### config.mk
export PLATFORM = sky130hd
export DESIGN_NAME = calc_scheduler
export DESIGN_NICKNAME = d
export VERILOG_FILES = /design/src/rtl/calc_scheduler.sv
export SDC_FILE = /design/constraint.sdc
export NUM_CORES = 1
export LEC_CHECK = 0
export BUFFER_PORTS_ARGS = -buffer_cell sky130_fd_sc_hd__buf_2
export CAP_MARGIN = 20
export CORE_ASPECT_RATIO = 0.7
export CORE_MARGIN = 3
export CORE_UTILIZATION = 45
export DETAILED_ROUTE_END_ITERATION = 7
export PLACE_DENSITY = 0.82
export SETUP_SLACK_MARGIN = 0.02
export SYNTH_ARGS = -nofsm -noshare
export SYNTH_HDL_FRONTEND = slang
export SYNTH_SLANG_ARGS = --single-unit
### constraint.sdc
create_clock -name clk -period 3.7 [get_ports clk]
set_clock_uncertainty 0.05 [all_clocks]
set_input_delay 0.74 -clock clk [delete_from_list [all_inputs] [get_ports clk]]
set_output_delay 0.74 -clock clk [all_outputs]
set_load 0.02 [all_outputs]
### src/rtl/calc_scheduler.sv
`timescale 1ns / 1ps
// calc_scheduler
// Round-robin scheduler that shares one integer calculator between NREQ
// requesters. One command is accepted at a time. Each command is either run
// on the calculator or trapped without using it, and the result is returned
// tagged with the id of the requester.
//
// Optional feature: define CALC_SCHED_POW_EN to enable op 101 (A^B). The
// power is computed by repeated multiplies on the shared calculator. When the
// macro is not defined, op 101 is trapped in the same way as other
// unsupported opcodes.
//
// Ports
//   clk, rst_n     clock (rising edge) and asynchronous active-low reset
//   req_valid      per-requester command valid
//   req_op/a/b     packed per-requester opcode (3b) and operands (WIDTH)
//   req_ready      one-hot accept strobe, combinational, IDLE only
//   calc_op/a/b    registered calculator inputs, held when the calculator is unused
//   calc_out       calculator result, valid CALC_LAT cycles after inputs settle
//   rsp_valid      response valid, held until rsp_ready
//   rsp_ready      consumer accepts the response
//   rsp_id         index of the requester that was served
//   rsp_data       result
//   rsp_err        divide/modulo by zero or unsupported opcode
//   busy           high whenever the scheduler is not idle
module calc_scheduler #(
  parameter int WIDTH    = 16,
  parameter int NREQ     = 4,
  parameter int CALC_LAT = 2
) (
  input  logic                    clk,
  input  logic                    rst_n,
  input  logic [NREQ-1:0]         req_valid,
  input  logic [3*NREQ-1:0]       req_op,
  input  logic [WIDTH*NREQ-1:0]   req_a,
  input  logic [WIDTH*NREQ-1:0]   req_b,
  output logic [NREQ-1:0]         req_ready,
  output logic [2:0]              calc_op,
  output logic [WIDTH-1:0]        calc_a,
  output logic [WIDTH-1:0]        calc_b,
  input  logic [WIDTH-1:0]        calc_out,
  output logic                    rsp_valid,
  input  logic                    rsp_ready,
  output logic [2:0]              rsp_id,
  output logic [WIDTH-1:0]        rsp_data,
  output logic                    rsp_err,
  output logic                    busy
);

  typedef enum logic [2:0] {
    OP_ADD = 3'b000,
    OP_SUB = 3'b001,
    OP_MUL = 3'b010,
    OP_DIV = 3'b011,
    OP_MOD = 3'b100,
    OP_POW = 3'b101
  } op_e;

`ifdef CALC_SCHED_POW_EN
  typedef enum logic [1:0] {S_IDLE, S_EXEC, S_RESP, S_POW} state_e;
`else
  typedef enum logic [1:0] {S_IDLE, S_EXEC, S_RESP} state_e;
`endif

  localparam int             CW       = $clog2(CALC_LAT + 1);
  localparam logic [CW-1:0]  LAT_LOAD = CW'(CALC_LAT);

  state_e            state;
  logic [2:0]        rr_ptr;
  logic [CW-1:0]     lat_cnt;
`ifdef CALC_SCHED_POW_EN
  logic [WIDTH-1:0]  exp_cnt;
`endif

  logic [2:0]        grant;
  logic              grant_found;
  logic [2:0]        sel_op;
  logic [WIDTH-1:0]  sel_a;
  logic [WIDTH-1:0]  sel_b;
  logic              trap;

  // Round-robin pick. The first loop finds the lowest valid requester, which
  // is the wrap-around choice. The second loop replaces it with the lowest
  // valid requester above the pointer, if there is one.
  always_comb begin
    // NOTE: give every combinational output a default before any branch, so
    // that no path leaves it unassigned and infers a latch.
    grant       = '0;
    grant_found = 1'b0;
    for (int i = NREQ - 1; i >= 0; i--) begin
      if (req_valid[i]) begin
        grant       = 3'(i);
        grant_found = 1'b1;
      end
    end
    for (int i = NREQ - 1; i >= 0; i--) begin
      if (req_valid[i] && (3'(i) > rr_ptr)) grant = 3'(i);
    end
  end

  // Select the command fields of the granted requester.
  always_comb begin
    sel_op = '0;
    sel_a  = '0;
    sel_b  = '0;
    for (int i = 0; i < NREQ; i++) begin
      if (3'(i) == grant) begin
        sel_op = req_op[3*i +: 3];
        sel_a  = req_a[WIDTH*i +: WIDTH];
        sel_b  = req_b[WIDTH*i +: WIDTH];
      end
    end
  end

  // Commands that never reach the calculator.
  always_comb begin
    trap = 1'b0;
    case (sel_op)
      OP_ADD, OP_SUB, OP_MUL: trap = 1'b0;
      OP_DIV, OP_MOD:         trap = (sel_b == '0);
`ifdef CALC_SCHED_POW_EN
      OP_POW:                 trap = 1'b0;
`endif
      default:                trap = 1'b1;
    endcase
  end

  // The accept strobe is combinational so the requester sees it in the same
  // cycle as the grant. It is also held low while reset is asserted.
  assign req_ready = (rst_n && (state == S_IDLE) && grant_found)
                     ? (NREQ'(1) << grant) : '0;

  // NOTE: all state uses non-blocking assignments. Every register then
  // updates from the values present before the clock edge.
  always_ff @(posedge clk or negedge rst_n) begin
    if (!rst_n) begin
      state     <= S_IDLE;
      rr_ptr    <= 3'(NREQ - 1);
      lat_cnt   <= '0;
      calc_op   <= '0;
      calc_a    <= '0;
      calc_b    <= '0;
      rsp_valid <= 1'b0;
      rsp_id    <= '0;
      rsp_data  <= '0;
      rsp_err   <= 1'b0;
      busy      <= 1'b0;
`ifdef CALC_SCHED_POW_EN
      exp_cnt   <= '0;
`endif
    end else begin
      case (state)
        S_IDLE: begin
          if (grant_found) begin
            rr_ptr <= grant;
            rsp_id <= grant;
            busy   <= 1'b1;
            if (trap) begin
              state     <= S_RESP;
              rsp_valid <= 1'b1;
              rsp_data  <= '0;
              rsp_err   <= 1'b1;
            end
`ifdef CALC_SCHED_POW_EN
            else if (sel_op == OP_POW) begin
              if (sel_b == '0) begin
                state     <= S_RESP;
                rsp_valid <= 1'b1;
                rsp_data  <= WIDTH'(1);
                rsp_err   <= 1'b0;
              end else begin
                // calc_a is the running product. It starts at 1 and is
                // multiplied by A once per iteration.
                state   <= S_POW;
                calc_op <= OP_MUL;
                calc_a  <= WIDTH'(1);
                calc_b  <= sel_a;
                exp_cnt <= sel_b;
                lat_cnt <= LAT_LOAD;
              end
            end
`endif
            else begin
              state   <= S_EXEC;
              calc_op <= sel_op;
              calc_a  <= sel_a;
              calc_b  <= sel_b;
              lat_cnt <= LAT_LOAD;
            end
          end
        end

        S_EXEC: begin
          // The operands first drive the calculator in the cycle after the
          // accept, so calc_out is valid while the count shows 1.
          if (lat_cnt == CW'(1)) begin
            state     <= S_RESP;
            rsp_valid <= 1'b1;
            rsp_data  <= calc_out;
            rsp_err   <= 1'b0;
          end else begin
            lat_cnt <= lat_cnt - CW'(1);
          end
        end

`ifdef CALC_SCHED_POW_EN
        S_POW: begin
          if (lat_cnt == CW'(1)) begin
            if (exp_cnt == WIDTH'(1)) begin
              state     <= S_RESP;
              rsp_valid <= 1'b1;
              rsp_data  <= calc_out;
              rsp_err   <= 1'b0;
            end else begin
              calc_a  <= calc_out;
              exp_cnt <= exp_cnt - WIDTH'(1);
              lat_cnt <= LAT_LOAD;
            end
          end else begin
            lat_cnt <= lat_cnt - CW'(1);
          end
        end
`endif

        S_RESP: begin
          // Nothing is granted in the handshake cycle. The next grant can
          // happen in the following IDLE cycle.
          if (rsp_ready) begin
            state     <= S_IDLE;
            rsp_valid <= 1'b0;
            busy      <= 1'b0;
          end
        end

        default: state <= S_IDLE;
      endcase
    end
  end

endmodule
# --- Yosys cells after proc, flatten, opt, wreduce, memory -nomap -nowiden ---
# Index checks and enable logic that the tools add are counted.
totals:
  regBits: 64
  latch_bits: 0
  ramBits: 0
  mem_bits_ro: 0
  input_bits: 163
  output_inout_bits: 61
  elab_cells: 104
  mem_count: 0
op_classes:
  n_addsub: 1
  multipliers: 0
  div: 0
  magnitude_cmp: 4
  eq_ne: 16
  shifts: 1
  muxes: 48
  bitwise: 1
  n_reduce_logical: 22
op_table:
  columns: ["cell", "count"]
  rows:
  - ["$mux 16", 11]
  - ["$pmux 16 s2", 1]
  - ["$mux 3", 10]
  - ["$mux 2", 9]
  - ["$logic_not 16->1", 1]
  - ["$ne 2x2->1 const B", 6]
  - ["$mux 1", 10]
  - ["$reduce_and 3->1", 3]
  - ["$reduce_and 4->1", 2]
  - ["$eq 2x3->1 const A", 2]
  - ["$eq 3x2->1 const B", 2]
  - ["$gt 1x3->1 const A", 2]
  - ["$gt 2x3->1 const A", 2]
  - ["$logic_and 1x1->1", 6]
  - ["$logic_not 3->1", 2]
  - ["$pmux 1 s2", 3]
  - ["$pmux 2 s3", 1]
  - ["$reduce_and 5->1", 1]
  - ["$eq 2x1->1 const B", 2]
  - ["$mux 4", 1]
  - ["$pmux 2 s2", 1]
  - ["$reduce_bool 2->1", 2]
  - ["$shl 1x3->4 const A", 1]
  - ["$eq 1x3->1 const A", 1]
  - ["other kinds (11)", 11]

# --- Logic depth before layout (Yosys ltp) ---
# Gate-level depths: netlist (run 1).
depth:
  word_depth: 19
  depth_mapped: 11
  depth_no_buf: 8

# --- Worst setup path after synthesis (run 1) ---
# Ideal clock, no wire load.
synth_timing:
  path_type: "input port to flip-flop"
  startpoint: "in req_valid[0]"
  endpoint: "reg calc_a[13]"
  t_arrival_ns: 3.122
  required_ns: 3.525
  path_slack_ns: 0.403
  stages: 11
  n_path_buf: 3
  cell_sequence: "a21o_1 -> a31oi_1 -> buf_4 -> buf_2 -> mux2i_1 -> mux2i_1 -> nor4_1 -> nand2_1 -> o211ai_4 -> buf_8 -> mux2_4"
synth_between:
  elab_chain_len: 15
synth_lines:
  columns: ["item", "line_no", "source"]
  rows:
  - ["start, declared", "33", "input logic [NREQ-1:0] req_valid,"]
  - ["$mux 3", "91", "if (req_valid[i]) begin"]
  - ["$mux 3 (4 in series)", "97", "if (req_valid[i] && (3'(i) > rr_ptr)) grant = 3'(i);"]
  - ["$logic_not 3->1", "107", "if (3'(i) == grant) begin"]
  - ["$mux 3 (4 in series)", "107", null]
  - ["$eq 3x1->1 (tied with other cells)", "118", "case (sel_op)"]
  - ["$reduce_or 3->1 / $reduce_or 2->1 (equally long branches)", "118", null]
  - ["$pmux 1 s2", "118", null]
  - ["$not 1->1 (no line)", null, null]
  - ["$reduce_and 3->1 (no line)", null, null]
  - ["end signal, assigned", "186", "calc_a <= sel_a;"]
  - ["end, declared", "39", "output logic [WIDTH-1:0] calc_a,"]
# Parallel ways exist; a longest one is shown, timed or not.
# A chain may end at the register's enable or synchronous reset.

# --- Worst setup path in the final report (run 1) ---
layout_timing:
  startpoint: "reg rr_ptr[1]"
  endpoint: "reg calc_b[6]"
layout_between:
  elab_chain_len: 16
layout_lines:
  columns: ["item", "line_no", "source"]
  rows:
  - ["start, declared", "69", "logic [2:0] rr_ptr;"]
  - ["start signal, assigned", "138", "rr_ptr <= 3'(NREQ - 1);"]
  - ["start signal, assigned", "155", "rr_ptr <= grant;"]
  - ["$gt 2x3->1", "97", null]
  - ["$logic_and 1x1->1", "97", null]
  - ["$mux 3 (3 in series)", "97", null]
  - ["$mux 3 *", "97", null]
  - ["$logic_not 3->1", "107", null]
  - ["$mux 3 (4 in series)", "107", null]
  - ["$eq 3x1->1 (tied with other cells)", "118", null]
  - ["$reduce_or 3->1 / $reduce_or 2->1 (equally long branches)", "118", null]
  - ["$pmux 1 s2", "118", null]
  - ["$not 1->1 (no line)", null, null]
  - ["$reduce_and 3->1 (no line)", null, null]
  - ["end signal, assigned", "187", "calc_b <= sel_b;"]
  - ["end, declared", "40", "output logic [WIDTH-1:0] calc_b,"]
# Mark *: on every way between the ends. The rest lies on a longest branch, timed or not.

==> impl_results.md, run 1 <==
* Status: completed
* Dpl hpwl at approximately 9000 µm
* Worst Max-Slew Pin Slew at about 1.0 ns
* Number of optimization iterations in the first detailed-route pass at 4
* Tot GR Track Use at between 20% and 30%
* Final routed DRC violation total at 0
* Post-synthesis area per instance at a little over 10 µm²
* CTS tree: built
* Max-slew headroom at the worst pin at 29.7%
* Power per Cell Area at between 800 and 900 nW/µm²
* Detailed-route via count at about 3,700
* CP arrival at ~3.6 ns
* Most frequent cells after synthesis: sky130_fd_sc_hd__nand2_1, sky130_fd_sc_hd__dfrtp_1, sky130_fd_sc_hd__mux2i_1
* Number of failing setup endpoints in the final timing report at 0
* Asr flop ratio synth at 100%
* Reg2Reg Setup Slack at 0.30 ns
* Max Clock Freq at roughly 0.29 GHz
* Total Die Area at 9750 µm²
* Share of layout cells above drive strength 1 at roughly 49%
* Clock transition at the registers of the reported paths at 0.06 ns
* Starting Density at between 40% and 50%
* Htree depth at 3
* Post-detailed-route wirelength per cell at roughly 16 µm
* Max-slew violations at 0
* Area growth, synth to finish at 38.9%
* Num rows at 27
* Number of hold violations in the final report at 0
* Sequential share of the synthesized area at between 40% and 50%
* Clock network latency to the later pin of the worst-skew pair at 0.32 ns
* Kind of launch point of the worst setup path: flop
* Crit path setup slack, layout at roughly 0.3 ns
* Data required time of the worst path at 3.86 ns
* Crit Path Class: flop to flop
* Highest ir drop seen on vdd at 0.536 mV
* Synth top area share at approximately two fifths
* Sink Count at between 60 and 70
* Number of buffers added by the clock tree synthesis step at 9
* Post-Synthesis Cells at between 300 and 400
* Count of input and output buffers at about 220
* Worst reg2reg endpoint: calc_b[6]
* Pin count of the biggest net entering global routing at 62
* First-pass GRT wire length at 18,100 µm
* Type of destination of the critical path: flop
* Hold-fix buffer count after cts at 0
* Post-layout nets at 760
* Library cell with the largest summed area after synthesis: sky130_fd_sc_hd__dfrtp_1
* Maximum net fanout on the critical path at 44
* Congestion Overflow GR at 0
* Number of antenna violations at the first check in global routing at 1
* Area inside the core boundary at approximately 8100 µm²
* Seq cells post-synth at 62
* Final GP Congestion at ~0.85
* Reg2reg start: rr_ptr[1]
* Worst setup path endpoint: calc_b[6]
* Max-cap violations at 0
* Final WL at approximately 11,000 µm
* Depth of the most critical reg-to-reg path at 10
* Number of flops mapped to enable cells by yosys at 0
* Top FF cell, synth: sky130_fd_sc_hd__dfrtp_1
* Final Cycle Share at approximately nine tenths
* Post-synthesis instance area at slightly below 4000 µm²
* First DRT Iteration DRCs at 156
* Setup repair after global routing missed its margin: false
* Hold/Removal Path Class: primary input to async pin
* Cell types occupying the most area after synthesis: sky130_fd_sc_hd__dfrtp_1, sky130_fd_sc_hd__mux2i_1, sky130_fd_sc_hd__mux2_4
* Die Span X at 117 µm
* Start point of the critical path: rr_ptr[1]
* Largest buffer count on any clock path at 2
* Most frequently used cell type in the post-synthesis netlist: sky130_fd_sc_hd__nand2_1
* Vias in the first global route at 3,699
* Vert. Die Dim at about 84 µm
* Clock Root Buffer: sky130_fd_sc_hd__clkbuf_16
* Total Neg Setup Slack at 0 ns
* Final period demand of the worst path at ~3.4 ns
* Synthesized net count at 540
* Yosys cell types at 43
* Number of nets with antenna violations after routing at 0
* # IOs at ~220
* Post-CTS setup repair buffer count at 0
* Minimum setup slack after placement at between 0.05 and 0.06 ns
* Static leakage power at between 2 and 3 nW
* Number of diodes at 0
* Post_cts resized at 0
* Via count normalized by instance count at between 5 and 6
* Number of warnings reported in the yosys synthesis log at 0
==> power by group <==
group / switching (mW) / internal, mW
Sequential: 0.211 / 1.03
Combinational: 1.43 / 1.22
Clock: 0.295 / 0.515
Total: 1.93 / 2.76
==> worst min path at each step <==
| stage | startpoint | to | depth (start not counted) |
|---|---|---|---|
| after floorplan | rst_n | busy | 0 |
| after global placement | rsp_err | rsp_err | 1 |
| after detailed placement | rsp_err | rsp_err | 1 |
| after CTS | rst_n | rsp_id[0] | 1 |
| after global routing | rst_n | rsp_id[0] | 1 |
| final | rst_n | rsp_id[0] | 1 |
==> kinds of logic (layout without fill, tap and decap cells) <==
logic type               Yosys count  in the layout  share of synthesized area (%)
multiplexers                      92             92                           27.7
AO/OA/AOI/OAI                     70             70                           12.3
adder cells (fa/ha/maj)            1              1                          0.324
AND/OR/NAND/NOR                  118            118                           13.8
other                              1              1                         0.0971
XOR/XNOR                           1              1                          0.227
buffers and inverters             31            256                           5.35
flip-flops                        62             62                           40.2
==> flip-flops by register name, indices dropped and copies added (netlist names) <==
signal,count
rsp_id,2
calc_op,3
rr_ptr,2
busy,1
rsp_err,1
lat_cnt,2
calc_b,16
rsp_valid,1
state,2
calc_a,16
rsp_data,16
==> critical path, cell delays in order (launching register included) <==
cell and delay (ns):
sky130_fd_sc_hd__dfstp_2 0.59, sky130_fd_sc_hd__nand3b_1 0.14, sky130_fd_sc_hd__a31oi_4 0.25, sky130_fd_sc_hd__buf_12 0.28, sky130_fd_sc_hd__mux2i_1 0.24, sky130_fd_sc_hd__mux2i_1 0.12
sky130_fd_sc_hd__nor4_1 0.48, sky130_fd_sc_hd__nand2_1 0.22, sky130_fd_sc_hd__o211ai_4 0.26, sky130_fd_sc_hd__buf_4 0.26, sky130_fd_sc_hd__mux2_2 0.36
==> cells in the final DEF, fill, tap and decap left out, types with 2 or more instances in the layout <==
cell type                      n
sky130_fd_sc_hd__buf_12        3
sky130_fd_sc_hd__and2_1       16
sky130_fd_sc_hd__clkbuf_16     9
sky130_fd_sc_hd__nor2_1       10
sky130_fd_sc_hd__a31oi_1      16
sky130_fd_sc_hd__clkinvlp_4    2
sky130_fd_sc_hd__mux2_2        6
sky130_fd_sc_hd__nor3_1        2
sky130_fd_sc_hd__mux2_4       28
sky130_fd_sc_hd__clkinv_2      4
sky130_fd_sc_hd__nand2_1      72
sky130_fd_sc_hd__mux2i_1      58
sky130_fd_sc_hd__a21oi_1       4
sky130_fd_sc_hd__nor2b_1       2
sky130_fd_sc_hd__dfrtp_1      60
sky130_fd_sc_hd__nand3_1       3
sky130_fd_sc_hd__a21o_1        3
sky130_fd_sc_hd__nand3b_1      3
sky130_fd_sc_hd__inv_1         5
sky130_fd_sc_hd__a211oi_1     16
sky130_fd_sc_hd__nand2b_1      4
sky130_fd_sc_hd__buf_4        10
sky130_fd_sc_hd__nor4_1        4
sky130_fd_sc_hd__o21ai_0      11
sky130_fd_sc_hd__dfstp_2       2
sky130_fd_sc_hd__o21ai_1       8
sky130_fd_sc_hd__buf_2       222
==> cell type report <==
type | count | area [µm²]
Clock buffer | 9 | 225
Inverter | 5 | 18.8
Clock inverter | 7 | 65.1
Sequential cell | 62 | 1550
Tap cell | 101 | 126
Timing Repair Buffer | 235 | 1250
Multi-Input combinational cell | 283 | 2130
Fill cell | 680 | 2740
==> per-layer routing <==
metal  share of wire (%)  track usage (%)  up-vias
li1                    -                -     1779
met1                  43             29.7     1752
met2                  49             37.9      136
met3                 7.5             8.70       12
met4                 1.3             6.25        2
met5               0.061                0        -
==> metrics by stage <==
stage	hold WS [ns]	instances	area [µm²]	utilization (%)	total power [mW]
6_report	0.163	702	5360	66.2	4.69
5_1_grt	0.139	702	5360	66.2	5.02
4_1_cts	0.145	702	5360	66.2	4.74
3_5_place_dp	0.430	686	5070	62.6	3.90
3_3_place_gp	0.419	686	5070	62.6	3.80
2_1_floorplan	0.394	376	3860	-	3.16
Power figures use the tool's default switching activity.
==> inputs of run 2 (changes only) <==
- PLACE_DENSITY: 0.82 -> 0.81
==> run 2 against run 1 <==
Count of clock-buffer cells in the layout is 4 higher. Clock power is 13% higher. Global-route usage is 0.67 points lower. Register-to-register slack worse by 0.02 ns. Setup slack worse by 0.018 ns. Total power is 2.5% higher. Fmax is 0.53% lower. Utilization is 1.1 points higher. Sequential cell count stayed put. Final cell count is 1.0% higher. Critical path depth is 1 lower. Highest routed layer is now met4. First-iteration DRC count is 5.8% lower.
==> impl_results.md, run 2 (synthesis gave the netlist of run 1 again) <==
* Clock Root Buffer: sky130_fd_sc_hd__clkbuf_16 (unchanged)
* Number of hold violations in the final report at 0 (unchanged)
* Num rows at 27 (unchanged)
* Biggest registers after layout: calc_a (16), calc_b (16), rsp_data (16) (unchanged)
* Vias in the first global route at 3,637 (was 3,699)
* Via count normalized by instance count at 5.21 (was 5.24)
* Worst Max-Slew Pin Slew at 0.663 ns (was 1.05 ns)
* Congestion Overflow GR at 0 (unchanged)
* Crit Path Class: flop to flop (unchanged)
* Post-CTS setup repair buffer count at 0 (unchanged)
* # IOs at 224 (unchanged)
* CTS tree: built (unchanged)
* Most common cell after layout, fill and taps aside: sky130_fd_sc_hd__buf_2 (unchanged)
* Final WL at 11,200 µm (was 11,400 µm)
* Number of buffers added by the clock tree synthesis step at 9 (unchanged)
* First DRT Iteration DRCs at 147 (was 156)
* Area inside the core boundary at 8110 µm² (unchanged)
* Final GP Congestion at 0.901 (was 0.850)
* Final period demand of the worst path at 3.42 ns (was 3.40 ns)
* Share of layout cells above drive strength 1 at 49.5% (was 49.1%)
* Starting Density at 47.6% (unchanged)
* Post_cts resized at 0 (unchanged)
* Minimum setup slack after placement at -0.0241 ns (was 0.0536 ns)
* Max Clock Freq at 0.293 GHz (was 0.294 GHz)
* Hold/Removal Path Class: primary input to async pin (unchanged)
* Max-cap violations at 0 (unchanged)
* Total power draw at 4.81 mW (was 4.69 mW)
* Number of failing setup endpoints in the final timing report at 0 (unchanged)
* Number of nets with antenna violations after routing at 0 (unchanged)
* Type of destination of the critical path: flop (unchanged)
* Clock transition at the registers of the reported paths at 0.05 ns (was 0.06 ns)
* Detailed-route via count at 3,693 (was 3,681)
* Sink Count at 62 (unchanged)
* CP arrival at 3.57 ns (was 3.56 ns)
* Die Span X at 117 µm (unchanged)
* Kind of launch point of the worst setup path: flop (unchanged)
* Post-layout nets at 767 (was 760)
* Vert. Die Dim at 83.5 µm (unchanged)
* Tot GR Track Use at 22.9% (was 23.5%)
* Max-slew headroom at the worst pin at 55.7% (was 29.7%)
* Crit path setup slack, layout at 0.282 ns (was 0.300 ns)
* Routed length on met2 at 5460 µm (was 5530 µm)
* Largest buffer count on any clock path at 2 (unchanged)
* Max-slew violations at 0 (unchanged)
* Number of optimization iterations in the first detailed-route pass at 5 (was 4)
* Final Cycle Share at 92.4% (was 91.9%)
* Data required time of the worst path at 3.85 ns (was 3.86 ns)
* Static leakage power at 2.91 nW (was 2.86 nW)
* DR top layer: met4 (was met5)
* Setup repair after global routing missed its margin: false (unchanged)
* Area growth, synth to finish at 41.2% (was 38.9%)
* Maximum net fanout on the critical path at 16 (was 44)
* Final routed DRC violation total at 0 (unchanged)
* Total Neg Setup Slack at 0 ns (unchanged)
* Count of input and output buffers at 222 (unchanged)
* Number of diodes at 0 (unchanged)
* Total routed wire length on the met1 layer at 4790 µm (was 4870 µm)
* Highest ir drop seen on vdd at 0.368 mV (was 0.536 mV)
* Most used cells in the layout excluding fill and tap cells: sky130_fd_sc_hd__buf_2, sky130_fd_sc_hd__nand2_1, sky130_fd_sc_hd__dfrtp_1 (unchanged)
* Number of antenna violations at the first check in global routing at 0 (was 1)
* Clock network latency to the later pin of the worst-skew pair at 0.32 ns (about the same)
* Post-detailed-route wirelength per cell at 15.8 µm (was 16.2 µm)
* Dpl hpwl at 8900 µm (was 8960 µm)
* Power per Cell Area at 882 nW/µm² (was 875 nW/µm²)
* Status: completed (unchanged)
* Pin count of the biggest net entering global routing at 41 (was 62)
* First-pass GRT wire length at 17,800 µm (was 18,100 µm)
* Total Die Area at 9750 µm² (unchanged)
* Detailed route wirelength on metal3 at 795 µm (was 850 µm)
* Htree depth at 3 (unchanged)
* Hold-fix buffer count after cts at 0 (unchanged)
* Fillers at 673 (was 680)
==> run 2: final cells by class <==
type / instances / area (µm²) / area share, %
Inverter: 5 / 18.8 / 0.344
Sequential cell: 62 / 1550 / 28.5
Multi-Input combinational cell: 283 / 2130 / 39.0
Clock buffer: 13 / 270 / 4.96
Timing Repair Buffer: 242 / 1290 / 23.7
Tap cell: 101 / 126 / 2.32
Clock inverter: 3 / 65.1 / 1.19
==> run 2: metrics by stage <==
step,instances,utilization [%],hold WS [ns],cell area [µm²]
after floorplan,376,-,0.394,3860
after global placement,691,62.9,0.421,5100
after detailed placement,691,62.9,0.433,5100
after CTS,707,67.0,0.260,5430
after global routing,709,67.3,0.267,5450
final,709,67.3,0.263,5450
==> run 2: path summary, 6_finish.rpt <==
| check | startpoint | to | slack (ns) | cells after the start |
|---|---|---|---|---|
| max | rr_ptr[1] | calc_b[7] | 0.28 | 9 |
| min | rst_n | calc_op[2] | 0.26 | 1 |
| max reg2reg | rr_ptr[1] | calc_b[7] | 0.28 | 9 |
| min reg2reg | rsp_err | rsp_err | 0.44 | 1 |
| max in group asynchronous | rst_n | calc_a[10] | 2.66 | 2 |
| min in group clk | rsp_err | rsp_err | 0.44 | 1 |
==> run 2: per-layer routing <==
metal  vias up  track usage (%)
met5         -                0
met4         0             4.38
met3        15             7.75
met2       134             37.8
met1      1747             29.2
li1       1797                -
==> run 2: where the power goes <==
| group | internal, mW | total [mW] | leakage, nW | switching, mW |
|---|---|---|---|---|
| Combinational | 1.24 | 2.66 | 2.00 | 1.42 |
| Clock | 0.643 | 0.918 | 0.166 | 0.275 |
| Sequential | 1.03 | 1.24 | 0.741 | 0.210 |
| Total | 2.90 | 4.81 | 2.91 | 1.91 |
==> run 2: critical path, cell delays in order (launching register included) <==
cell	delay (ns)
sky130_fd_sc_hd__dfstp_2	0.59
sky130_fd_sc_hd__mux2i_1	0.30
sky130_fd_sc_hd__o221a_2	0.29
sky130_fd_sc_hd__buf_4	0.29
sky130_fd_sc_hd__mux2i_1	0.15
sky130_fd_sc_hd__nor4_1	0.41
sky130_fd_sc_hd__nand3_1	0.26
sky130_fd_sc_hd__o211ai_4	0.26
sky130_fd_sc_hd__buf_4	0.30
sky130_fd_sc_hd__mux2_2	0.37
==> inputs of run 3 (changes only) <==
- CORE_ASPECT_RATIO: 0.7 -> default
- CORE_UTILIZATION: 45 -> 46
- CTS_BUF_LIST: default -> sky130_fd_sc_hd__clkbuf_2
- PLACE_DENSITY: 0.81 -> 0.83
==> run 3 against run 2 <==
Setup slack improved by 0.013 ns. Clock power decreased by 44%. Combinational power about the same. Fmax up 0.38%. Highest routed layer unchanged. Hold slack lost 0.11 ns. Sequential power barely moved. Largest cell class unchanged. Utilization decreased by 1.2 points.
==> impl_results.md, run 3 (synthesis gave the netlist of run 1 again) <==
* Status: completed (unchanged)
* Post-CTS setup repair buffer count at 0 (unchanged)
* Htree depth at 3 (unchanged)
* Most used cells in the layout excluding fill and tap cells: sky130_fd_sc_hd__buf_2, sky130_fd_sc_hd__nand2_1, sky130_fd_sc_hd__dfrtp_1 (unchanged)
* Reg2Reg Setup Slack at 0.30 ns (was 0.28 ns)
* Number of optimization iterations in the first detailed-route pass at 4 (was 5)
* Area taken by flip-flops and latches at 1550 µm² (unchanged)
* Standard cell area after detailed placement at 5090 µm² (was 5100 µm²)
* Final GP Congestion at 0.906 (was 0.901)
* Core utilization of the finished layout at 66.1% (was 67.3%)
* Global Route met2 Usage at 42.3% (was 37.8%)
* Area growth, synth to finish at 35.6% (was 41.2%)
* Clock transition at the registers of the reported paths at 0.21 ns (was 0.05 ns)
* Pin count of the biggest net entering global routing at 43 (was 41)
* Share of layout cells above drive strength 1 at 49.3% (was 49.5%)
* Post_cts resized at 0 (unchanged)
* Buffers and inverters on the worst path at 3 (was 2)
* CP arrival at 3.73 ns (was 3.57 ns)
* Number of diodes at 0 (unchanged)
* Clock network latency to the later pin of the worst-skew pair at 0.49 ns (was 0.32 ns)
* Critical-path top delay cell: sky130_fd_sc_hd__dfstp_2 (unchanged)
* Dpl hpwl at 8980 µm (was 8900 µm)
* Kind of launch point of the worst setup path: flop (unchanged)
* Vert. Die Dim at 97.6 µm (was 83.5 µm)
* Static leakage power at 2.81 nW (was 2.91 nW)
* Number of hold violations in the final report at 0 (unchanged)
* Final routed DRC violation total at 0 (unchanged)
* CTS tree: built (unchanged)
* Number of antenna violations at the first check in global routing at 0 (unchanged)
* Max-slew violations at 0 (unchanged)
* Count of input and output buffers at 222 (unchanged)
* Largest buffer count on any clock path at 2 (unchanged)
* Biggest registers after layout: calc_a (16), calc_b (16), rsp_data (16) (unchanged)
* Finished layout cell area at 5240 µm² (was 5450 µm²)
* Detailed-route via count at 3,737 (was 3,693)
* Power per Cell Area at 839 nW/µm² (was 882 nW/µm²)
* Sequence of cells on the critical path: nand3b_1 -> a31oi_4 -> buf_12 -> mux2i_1 -> mux2i_1 -> nor4_1 -> buf_4 -> nand2_1 -> o211ai_4 -> buf_4 -> mux2_2 (was mux2i_1 -> o221a_2 -> buf_4 -> mux2i_1 -> nor4_1 -> nand3_1 -> o211ai_4 -> buf_4 -> mux2_2)
* Num rows at 32 (was 27)
* Max-cap violations at 0 (unchanged)
* Global-route met1 utilization at 27.4% (was 29.2%)
* Crit Path Class: flop to flop (unchanged)
* Clock Root Buffer: sky130_fd_sc_hd__clkbuf_2 (was sky130_fd_sc_hd__clkbuf_16)
* Total Neg Setup Slack at 0 ns (unchanged)
* Number of buffers added by the clock tree synthesis step at 9 (unchanged)
* Final Cycle Share at 92.0% (was 92.4%)
* Tot GR Track Use at 23.9% (was 22.9%)
* Max Clock Freq at 0.294 GHz (was 0.293 GHz)
* Total Die Area at 9530 µm² (was 9750 µm²)
* Final period demand of the worst path at 3.40 ns (was 3.42 ns)
* Vias in the first global route at 4,014 (was 3,637)
* Worst Max-Slew Pin Slew at 1.02 ns (was 0.663 ns)
* GRT met3 Usage at 5.60% (was 7.75%)
* Routing layer with the top usage in global route: met2 (unchanged)
* Hold/Removal Path Class: primary input to async pin (unchanged)
* Setup repair after global routing missed its margin: false (unchanged)
* # IOs at 224 (unchanged)
* Family with the most delay on the worst path: multiplexers (unchanged)
* Sink Count at 62 (unchanged)
* Most common cell after layout, fill and taps aside: sky130_fd_sc_hd__buf_2 (unchanged)
* Congestion Overflow GR at 0 (unchanged)
* Maximum net fanout on the critical path at 42 (was 16)
* Die Span X at 97.6 µm (was 117 µm)
* Max-slew headroom at the worst pin at 32.0% (was 55.7%)
* Type of destination of the critical path: flop (unchanged)
* Starting Density at 48.7% (was 47.6%)
* Area inside the core boundary at 7930 µm² (was 8110 µm²)
* Number of nets with antenna violations after routing at 0 (unchanged)
* Total area of multi-input combinational cells at 2130 µm² (unchanged)
* Highest ir drop seen on vdd at 0.411 mV (was 0.368 mV)
* Total power draw at 4.39 mW (was 4.81 mW)
* Final WL at 11,200 µm (about the same)
* Hold-fix buffer count after cts at 0 (unchanged)
* First-pass GRT wire length at 18,500 µm (was 17,800 µm)
* First DRT Iteration DRCs at 79 (was 147)
* Number of failing setup endpoints in the final timing report at 0 (unchanged)
* Data required time of the worst path at 4.03 ns (was 3.85 ns)
* Post-layout nets at 762 (was 767)
* Via count normalized by instance count at 5.30 (was 5.21)
* Post-detailed-route wirelength per cell at 15.9 µm (was 15.8 µm)
* Fillers at 671 (was 673)
* Delay of the slowest cell on the worst path at 0.64 ns (was 0.59 ns)
==> run 3: cell types whose count changed in the layout (fill, tap and decap cells not counted) <==
cell                        change
sky130_fd_sc_hd__clkinv_4       +2
sky130_fd_sc_hd__buf_4          -5
sky130_fd_sc_hd__clkbuf_8       -3
sky130_fd_sc_hd__buf_6          -1
sky130_fd_sc_hd__clkinv_2       -1
sky130_fd_sc_hd__inv_6          +3
sky130_fd_sc_hd__clkbuf_2       +9
sky130_fd_sc_hd__clkbuf_16      -9
sky130_fd_sc_hd__clkbuf_1       -1
sky130_fd_sc_hd__buf_12         +1
==> run 3: final timing paths <==
kind | startpoint | endpoint | depth (start not counted)
setup / recovery | rr_ptr[1] | calc_b[5] | 11
hold / removal | rst_n | rsp_data[6] | 1
setup reg to reg | rr_ptr[1] | calc_b[5] | 11
hold reg to reg | rr_ptr[1] | rr_ptr[1] | 2
max in group asynchronous | rst_n | rr_ptr[0] | 2
min in group clk | calc_out[4] | rsp_data[4] | 3
==> run 3: cell type report <==
cell class | count | share of cell area (%)
Clock inverter | 7 | 1.98
Tap cell | 102 | 2.44
Inverter | 5 | 0.358
Sequential cell | 62 | 29.7
Clock buffer | 9 | 0.860
Timing Repair Buffer | 237 | 24.1
Multi-Input combinational cell | 283 | 40.6
==> run 3: stage by stage <==
stage                     std cells  worst slack, ns  hold slack [ns]
after global placement          689            0.161            0.420
after floorplan                 376            0.403            0.394
after CTS                       705            0.297            0.125
after global routing            705            0.114            0.113
final                           705            0.295            0.150
after detailed placement        689           0.0239            0.438
==> run 3: routing by layer <==
layer,up-vias,share of wire [%]
met4,0,3.1
met5,-,0
met3,33,7.7
met1,1733,38
li1,1788,-
met2,183,51
==> run 3: where the power goes <==
part / switching [mW] / leakage [nW] / internal (mW)
clock: 0.278 / 0.0875 / 0.234
combinational: 1.43 / 1.99 / 1.22
sequential: 0.211 / 0.741 / 1.02
total: 1.92 / 2.81 / 2.48
